$ cat config.mk
export PLATFORM = sky130hd
export DESIGN_NAME = mod_fifo_sched
export DESIGN_NICKNAME = d
export VERILOG_FILES = /design/src/rtl/mod_fifo_sched_pkg.sv /design/src/rtl/mod_fifo_sched_rr_arb2.sv /design/src/rtl/mod_fifo_sched.sv
export SDC_FILE = /design/constraint.sdc
export NUM_CORES = 1
export LEC_CHECK = 0
export ABC_AREA = 1
export BUFFER_PORTS_ARGS = -buffer_cell sky130_fd_sc_hd__buf_2
export CORE_UTILIZATION = 40
export CTS_BUF_LIST = sky130_fd_sc_hd__clkbuf_4
export DETAILED_ROUTE_END_ITERATION = 8
export HOLD_SLACK_MARGIN = 0.1
export PLACE_DENSITY = 0.65
export SLEW_MARGIN = 30
export SYNTH_ARGS = -nofsm -noshare
export SYNTH_HDL_FRONTEND = slang
export SYNTH_SLANG_ARGS = --single-unit
$ cat constraint.sdc
create_clock -name CLK -period 1.6 [get_ports CLK]
set_clock_uncertainty 0.05 [all_clocks]
set_input_delay 0 -clock CLK [delete_from_list [all_inputs] [get_ports CLK]]
set_output_delay 0 -clock CLK [all_outputs]
set_load 0.02 [all_outputs]
$ cat src/rtl/mod_fifo_sched_pkg.sv
// Shared encodings and width helpers for the modulator FIFO scheduler.
package mod_sched_pkg;

  // Write-side FSM: waiting for a requester, or moving a frame into the FIFO.
  typedef enum logic {
    W_IDLE = 1'b0,
    W_XFER = 1'b1
  } w_state_e;

  // Read-side FSM: waiting for prefill, or popping one bit per symbol.
  typedef enum logic {
    R_FILL = 1'b0,
    R_RUN  = 1'b1
  } r_state_e;

  // Occupancy must be able to hold the value DEPTH itself.
  function automatic int occ_w(input int depth);
    return $clog2(depth) + 1;
  endfunction

  // Frame bit counter width, never narrower than one bit.
  function automatic int bcnt_w(input int frame_len);
    return (frame_len > 1) ? $clog2(frame_len) : 1;
  endfunction

endpackage

$ cat src/rtl/mod_fifo_sched_rr_arb2.sv
// Two-way round-robin arbiter; the pointer names the requester to try first.
module rr_arb2 (
  input  logic       clk,
  input  logic       rst,
  input  logic [1:0] req,
  input  logic       update,
  input  logic [1:0] winner,
  output logic [1:0] pick
);

  // prio_q = 0 prefers requester 0, prio_q = 1 prefers requester 1.
  logic prio_q, prio_d;

  // After a completed frame, the requester that did not win gets preference.
  always_comb begin
    prio_d = prio_q;
    if (update) begin
      if (winner[0]) begin
        prio_d = 1'b1;
      end else if (winner[1]) begin
        prio_d = 1'b0;
      end
    end
  end

  // One-hot pick: preferred requester if valid, otherwise the other one.
  always_comb begin
    pick = 2'b00;
    if (!prio_q) begin
      if (req[0])      pick = 2'b01;
      else if (req[1]) pick = 2'b10;
    end else begin
      if (req[1])      pick = 2'b10;
      else if (req[0]) pick = 2'b01;
    end
  end

  // Pointer register.
  always_ff @(posedge clk) begin
    if (rst) prio_q <= 1'b0;
    else     prio_q <= prio_d;
  end

endmodule

$ cat src/rtl/mod_fifo_sched.sv
// Write-port arbiter and read sequencer wrapped around the modulator bit FIFO.
//
// Handshake: a requester bit moves into the FIFO in any cycle where
// req_valid[i] and req_ready[i] are both high; ready never waits on valid,
// and valid may drop at any time without losing the grant.
module mod_fifo_sched
  import mod_sched_pkg::*;
#(
  parameter int FRAME_LEN = 8,
  parameter int DEPTH     = 8,
  parameter int PREFILL   = 4,
  parameter int UCNT_W    = 8
) (
  input  logic                   CLK,
  input  logic                   RST,
  input  logic [1:0]             req_valid,
  input  logic [1:0]             req_bit,
  output logic [1:0]             req_ready,
  output logic [1:0]             grant,
  output logic                   fifo_wen,
  output logic                   fifo_din,
  input  logic                   fifo_full,
  input  logic                   fifo_empty,
  output logic                   fifo_ren,
  input  logic                   mod_flag,
  output logic                   streaming,
  output logic [$clog2(DEPTH):0] occ,
  output logic [UCNT_W-1:0]      underrun_cnt
);

  localparam int OCC_W  = occ_w(DEPTH);
  localparam int BCNT_W = bcnt_w(FRAME_LEN);

  localparam logic [BCNT_W-1:0] LAST_BIT = BCNT_W'(FRAME_LEN - 1);
  localparam logic [OCC_W-1:0]  OCC_MAX  = OCC_W'(DEPTH);
  localparam logic [OCC_W-1:0]  OCC_PRE  = OCC_W'(PREFILL);
  localparam logic [UCNT_W-1:0] UCNT_MAX = '1;

  w_state_e          w_state_q, w_state_d;
  r_state_e          r_state_q, r_state_d;
  logic [1:0]        grant_q, grant_d;
  logic [BCNT_W-1:0] bit_cnt_q, bit_cnt_d;
  logic [OCC_W-1:0]  occ_q, occ_d;
  logic [UCNT_W-1:0] ucnt_q, ucnt_d;
  logic [1:0]        arb_pick;
  logic              arb_update;
  logic              wr_ev, rd_ev;

  rr_arb2 u_arb (
    .clk    (CLK),
    .rst    (RST),
    .req    (req_valid),
    .update (arb_update),
    .winner (grant_q),
    .pick   (arb_pick)
  );

  // Write FSM: latch a frame owner, then pass its bits straight to the FIFO.
  always_comb begin
    w_state_d  = w_state_q;
    grant_d    = grant_q;
    bit_cnt_d  = bit_cnt_q;
    req_ready  = 2'b00;
    fifo_wen   = 1'b0;
    fifo_din   = 1'b0;
    arb_update = 1'b0;
    case (w_state_q)
      W_IDLE: begin
        if (|req_valid) begin
          grant_d   = arb_pick;
          bit_cnt_d = '0;
          w_state_d = W_XFER;
        end
      end
      W_XFER: begin
        req_ready = grant_q & {2{~fifo_full}};
        if (|(req_valid & req_ready)) begin
          fifo_wen  = 1'b1;
          fifo_din  = |(req_bit & grant_q);
          bit_cnt_d = bit_cnt_q + 1'b1;
          if (bit_cnt_q == LAST_BIT) begin
            w_state_d  = W_IDLE;
            grant_d    = 2'b00;
            arb_update = 1'b1;
          end
        end
      end
    endcase
  end

  // Read FSM outputs: pop only on a symbol-done flag with data available.
  always_comb begin
    streaming = (r_state_q == R_RUN);
    fifo_ren  = streaming & mod_flag & ~fifo_empty;
  end

  // Read FSM next state and underrun counting.
  always_comb begin
    r_state_d = r_state_q;
    ucnt_d    = ucnt_q;
    case (r_state_q)
      R_FILL: begin
        if (occ_d >= OCC_PRE) r_state_d = R_RUN;
      end
      R_RUN: begin
        if (mod_flag && fifo_empty) begin
          r_state_d = R_FILL;
          if (ucnt_q != UCNT_MAX) ucnt_d = ucnt_q + 1'b1;
        end
      end
    endcase
  end

  // Occupancy mirrors the FIFO's own count from accepted writes and reads.
  always_comb begin
    wr_ev = fifo_wen & ~fifo_full;
    rd_ev = fifo_ren & ~fifo_empty;
    occ_d = occ_q;
    if (wr_ev && !rd_ev && (occ_q != OCC_MAX)) begin
      occ_d = occ_q + 1'b1;
    end else if (rd_ev && !wr_ev && (occ_q != '0)) begin
      occ_d = occ_q - 1'b1;
    end
  end

  // State registers; reset abandons any frame in flight.
  always_ff @(posedge CLK) begin
    if (RST) begin
      w_state_q <= W_IDLE;
      r_state_q <= R_FILL;
      grant_q   <= 2'b00;
      bit_cnt_q <= '0;
      occ_q     <= '0;
      ucnt_q    <= '0;
    end else begin
      w_state_q <= w_state_d;
      r_state_q <= r_state_d;
      grant_q   <= grant_d;
      bit_cnt_q <= bit_cnt_d;
      occ_q     <= occ_d;
      ucnt_q    <= ucnt_d;
    end
  end

  assign grant        = grant_q;
  assign occ          = occ_q;
  assign underrun_cnt = ucnt_q;

  a_occ_full: assert property (@(posedge CLK) disable iff (RST)
    (occ_q == OCC_MAX) |-> fifo_full);
  a_occ_empty: assert property (@(posedge CLK) disable iff (RST)
    (occ_q == '0) |-> fifo_empty);
  a_no_wen_full: assert property (@(posedge CLK) disable iff (RST)
    !(fifo_wen && fifo_full));
  a_no_ren_empty: assert property (@(posedge CLK) disable iff (RST)
    !(fifo_ren && fifo_empty));

endmodule
==> impl_metrics.yaml <==
status:
  run_status: "finished, final reports clean"
floorplanning:
  fp.dieArea_um2: 3041
  top_level_port_count: 29
  start_util_pct: 44.01
  core.rowCount: 18
  die_y_extent_um: 55.15
  core_area_um2: 2567
  fp.dieW_um: 55.15
grt:
  total_gr_overflow: 0
  first_global_vias: 1018
  largest_net_degree_at_the_start_of_global_routing: 13
  grt_most_used_layer: "met2"
  met3_usage_pct: 3.279
  track_usage_pct: 18.66
  groute.layer.met2.usage_pct: 32.33
  grt_antenna_before_repair: 0
  groute.layer.met1.usage_pct: 22.61
  wire_length_of_the_first_global_routing_pass_um: 4057
setup_path:
  crit_arrival_ns: 1.66
  path_depth: 8
  critPathCaptureType: "flop"
  critical_path.endpoint: "underrun_cnt[3]"
  worstPathMaxFanout: 4
  regToRegSetupSlack_ns: 0.09
  cpLargestDelayFamily: "simple AND/OR/NAND/NOR gates"
  criticalPathCategory: "flop to flop"
  r2r_end: "underrun_cnt[3]"
  rr_worst_depth: 8
  critPathSlowestCell: "sky130_fd_sc_hd__dfxtp_2"
  worst_setup_path_startpoint: "underrun_cnt[1]"
  path_common_cell: "sky130_fd_sc_hd__nor2_4"
  worst_path_largest_cell_delay_ns: 0.37
  launch_point_of_the_worst_reg_to_reg_path: "underrun_cnt[1]"
  cells_along_the_critical_path: "ha_1, inv_1, nor2_4, inv_2, o21ai_4, nor2_4, or2_0, and3_1"
  path_buf_inv: 2
  worst_setup_path_start_kind: "flop"
  crit_required_ns: 1.75
timing:
  hold_viol: 0
  final.setup.worst_slack_ns: 0.08887
  timing.slew.headroom_pct: 60.77
  final_min_period_over_clock_period_pct: 94.45
  setup_tns_after_final_layout_ns: 0
  rsz0062_at_grt: "false"
  finalCriticalPeriod_ns: 1.511
  worst-slew-pin-transition_ns: 0.5823
  final-max-slew-violation-count: 0
  setup-violations-final: 0
  max_clock_freq_mhz: 661.8
yosys:
  synthesis.instances: 167
  top_area_cells_in_the_synthesized_netlist: "sky130_fd_sc_hd__dfxtp_1 (35%), sky130_fd_sc_hd__nand2_1 (14%), sky130_fd_sc_hd__inv_1 (7.6%), sky130_fd_sc_hd__a21oi_1 (7.1%), sky130_fd_sc_hd__nand3_1 (7.1%)"
  synth-seq-cells: 20
  ys_seq_area_share_pct: 35.44
  postSynthAreaPerCell_um2: 6.765
  synth.largest_area_cell: "sky130_fd_sc_hd__dfxtp_1"
  netlist.area_leader.share_pct: 35.44
  yosys.cell_types.count: 23
  post_synthesis_instance_area_um2: 1130
  synth.yosys.warnings: 0
  mappedNetlistNets: 181
final_layout:
  fin_area_um2: 1483
  num_antenna_cells: 0
  most_frequent_cells_in_the_layout: "sky130_fd_sc_hd__nand2_1 (39), sky130_fd_sc_hd__buf_2 (27), sky130_fd_sc_hd__inv_1 (21)"
  drive_above_1_share_pct: 27.23
  flow.area_growth_from_synthesis_pct: 31.23
  layout_commonest_cell: "sky130_fd_sc_hd__nand2_1"
  fin_nets: 228
pwr:
  power_w: 0.0008613
  power_per_cell_area_nw_per_um2: 580.9
  worst_ir_drop_vdd_v: 0.0004244
  power_leakage_nw: 0.7254
place:
  placement_setup_slack_ns: 0.03386
  buffer_ports.inserted: 28
  place.gp.congestion: 0.8379
  place_area_um2: 1365
  place_hpwl_um: 1959
detailed_routing:
  detailedRoute.firstIterationViolations: 23
  drt_pre_antenna_iters: 4
  drc: 0
  detail-route-antenna-nets: 0
  routed_wirelength_um: 2629
  avgViaCountPerCell: 4.992
  dr_total_vias: 1213
  wire_per_inst_um: 10.82
clock_network:
  cts_tree: "done"
  deepest_clock_path_buffer_count: 2
  clock_tree.root_cell: "sky130_fd_sc_hd__clkbuf_4"
  cts_max_level: 1
  path_clk_slew_ns: 0.12
  clock_sink_count: 20
  latest_clock_arrival_within_the_worst_skew_pair_ns: 0.30
  numCtsBuffers: 3
min_path:
  min_from: "fifo_full"
  min-delay-path-class: "primary input to flop"
job:
  cap_violations: 0
==> metrics by stage <==
step / utilization, % / hold slack, ns / std cells
after floorplan: - / 0.004895 / 167
after global placement: 53.17 / 0.2537 / 231
after detailed placement: 53.17 / 0.2557 / 231
after CTS: 56.53 / 0.1625 / 241
after global routing: 57.75 / 0.2507 / 243
final: 57.75 / 0.1838 / 243
==> how the worst min path moves through the flow <==
stage           endpoint  slack [ns]  depth (start not counted)
5_1_grt        w_state_q        0.25                          7
2_1_floorplan   fifo_ren       0.005                          1
3_3_place_gp    fifo_ren        0.25                          3
3_5_place_dp    fifo_ren        0.26                          3
4_1_cts        w_state_q        0.16                          7
6_report       w_state_q        0.18                          7
==> worst min-delay path: stages <==
cell                      delay (ns)
sky130_fd_sc_hd__buf_2          0.08
sky130_fd_sc_hd__inv_1          0.06
sky130_fd_sc_hd__nand3_1        0.07
sky130_fd_sc_hd__nand2_1        0.09
sky130_fd_sc_hd__nand2_1        0.07
sky130_fd_sc_hd__nand2_1        0.05
sky130_fd_sc_hd__a21oi_1        0.10
==> power by group <==
group	leakage (nW)	internal, W	switching, W
logic	0.546	0.0000439	0.0000585
registers	0.164	0.000505	0.00000662
clock network	0.0154	0.0000910	0.000157
total	0.725	0.000639	0.000222
==> cell families (layout without fill, tap and decap cells) <==
| family | Yosys count | count (layout) | synth area share, % |
|---|---|---|---|
| simple gates | 84 | 84 | 33.33 |
| xor+xnor | 4 | 4 | 3.101 |
| compound gates | 28 | 28 | 13.84 |
| buf+inv | 26 | 72 | 8.747 |
| flops | 20 | 20 | 35.44 |
| fa+ha+maj | 5 | 5 | 5.537 |
==> routing by layer <==
layer  vias up  routed length, um  part of all wire (%)
met5         -                  0                     0
met4         0                 23                  0.87
met3         4                120                   4.6
met2        30               1278                    49
met1       545               1207                    46
li1        634                  -                     -
==> area by class of cell <==
type / count / area, um2
clock buffer: 3 / 22.52
fill: 263 / 1085
tap: 30 / 37.54
clock inverter: 1 / 3.754
timing repair buffer: 44 / 277.8
multi-input combinational: 121 / 643.1
inverter: 24 / 90.09
sequential: 20 / 407.9
==> repair_timing <==
item / 4_1_cts / 5_1_grt
resized for setup: 0 / 9
hold buffers: 6 / 0
hold endpoints to repair: 12 / 0
setup buffers: 0 / 2
setup endpoints to repair: 0 / 5
==> sequential cells by signal (all words and copies together) (netlist names), named ones only <==
signal,cells
bit_cnt_q,3
grant,2
occ,3
streaming,1
u_arb.prio_q,1
underrun_cnt,8
w_state_q,1
==> cells in the mapped netlist, drive strengths merged <==
master and n:
and3 2, ha 5, nor2 16, dfxtp 20, or2 2, o21bai 1, a21oi 16, nand3 16
nor3 3, o211ai 1, clkbuf 1, xor2 2, buf 1, xnor2 2, inv 24, nand4 4
o21ai 10, nand2 41
Note: power is estimated with default switching activity, not from simulation.
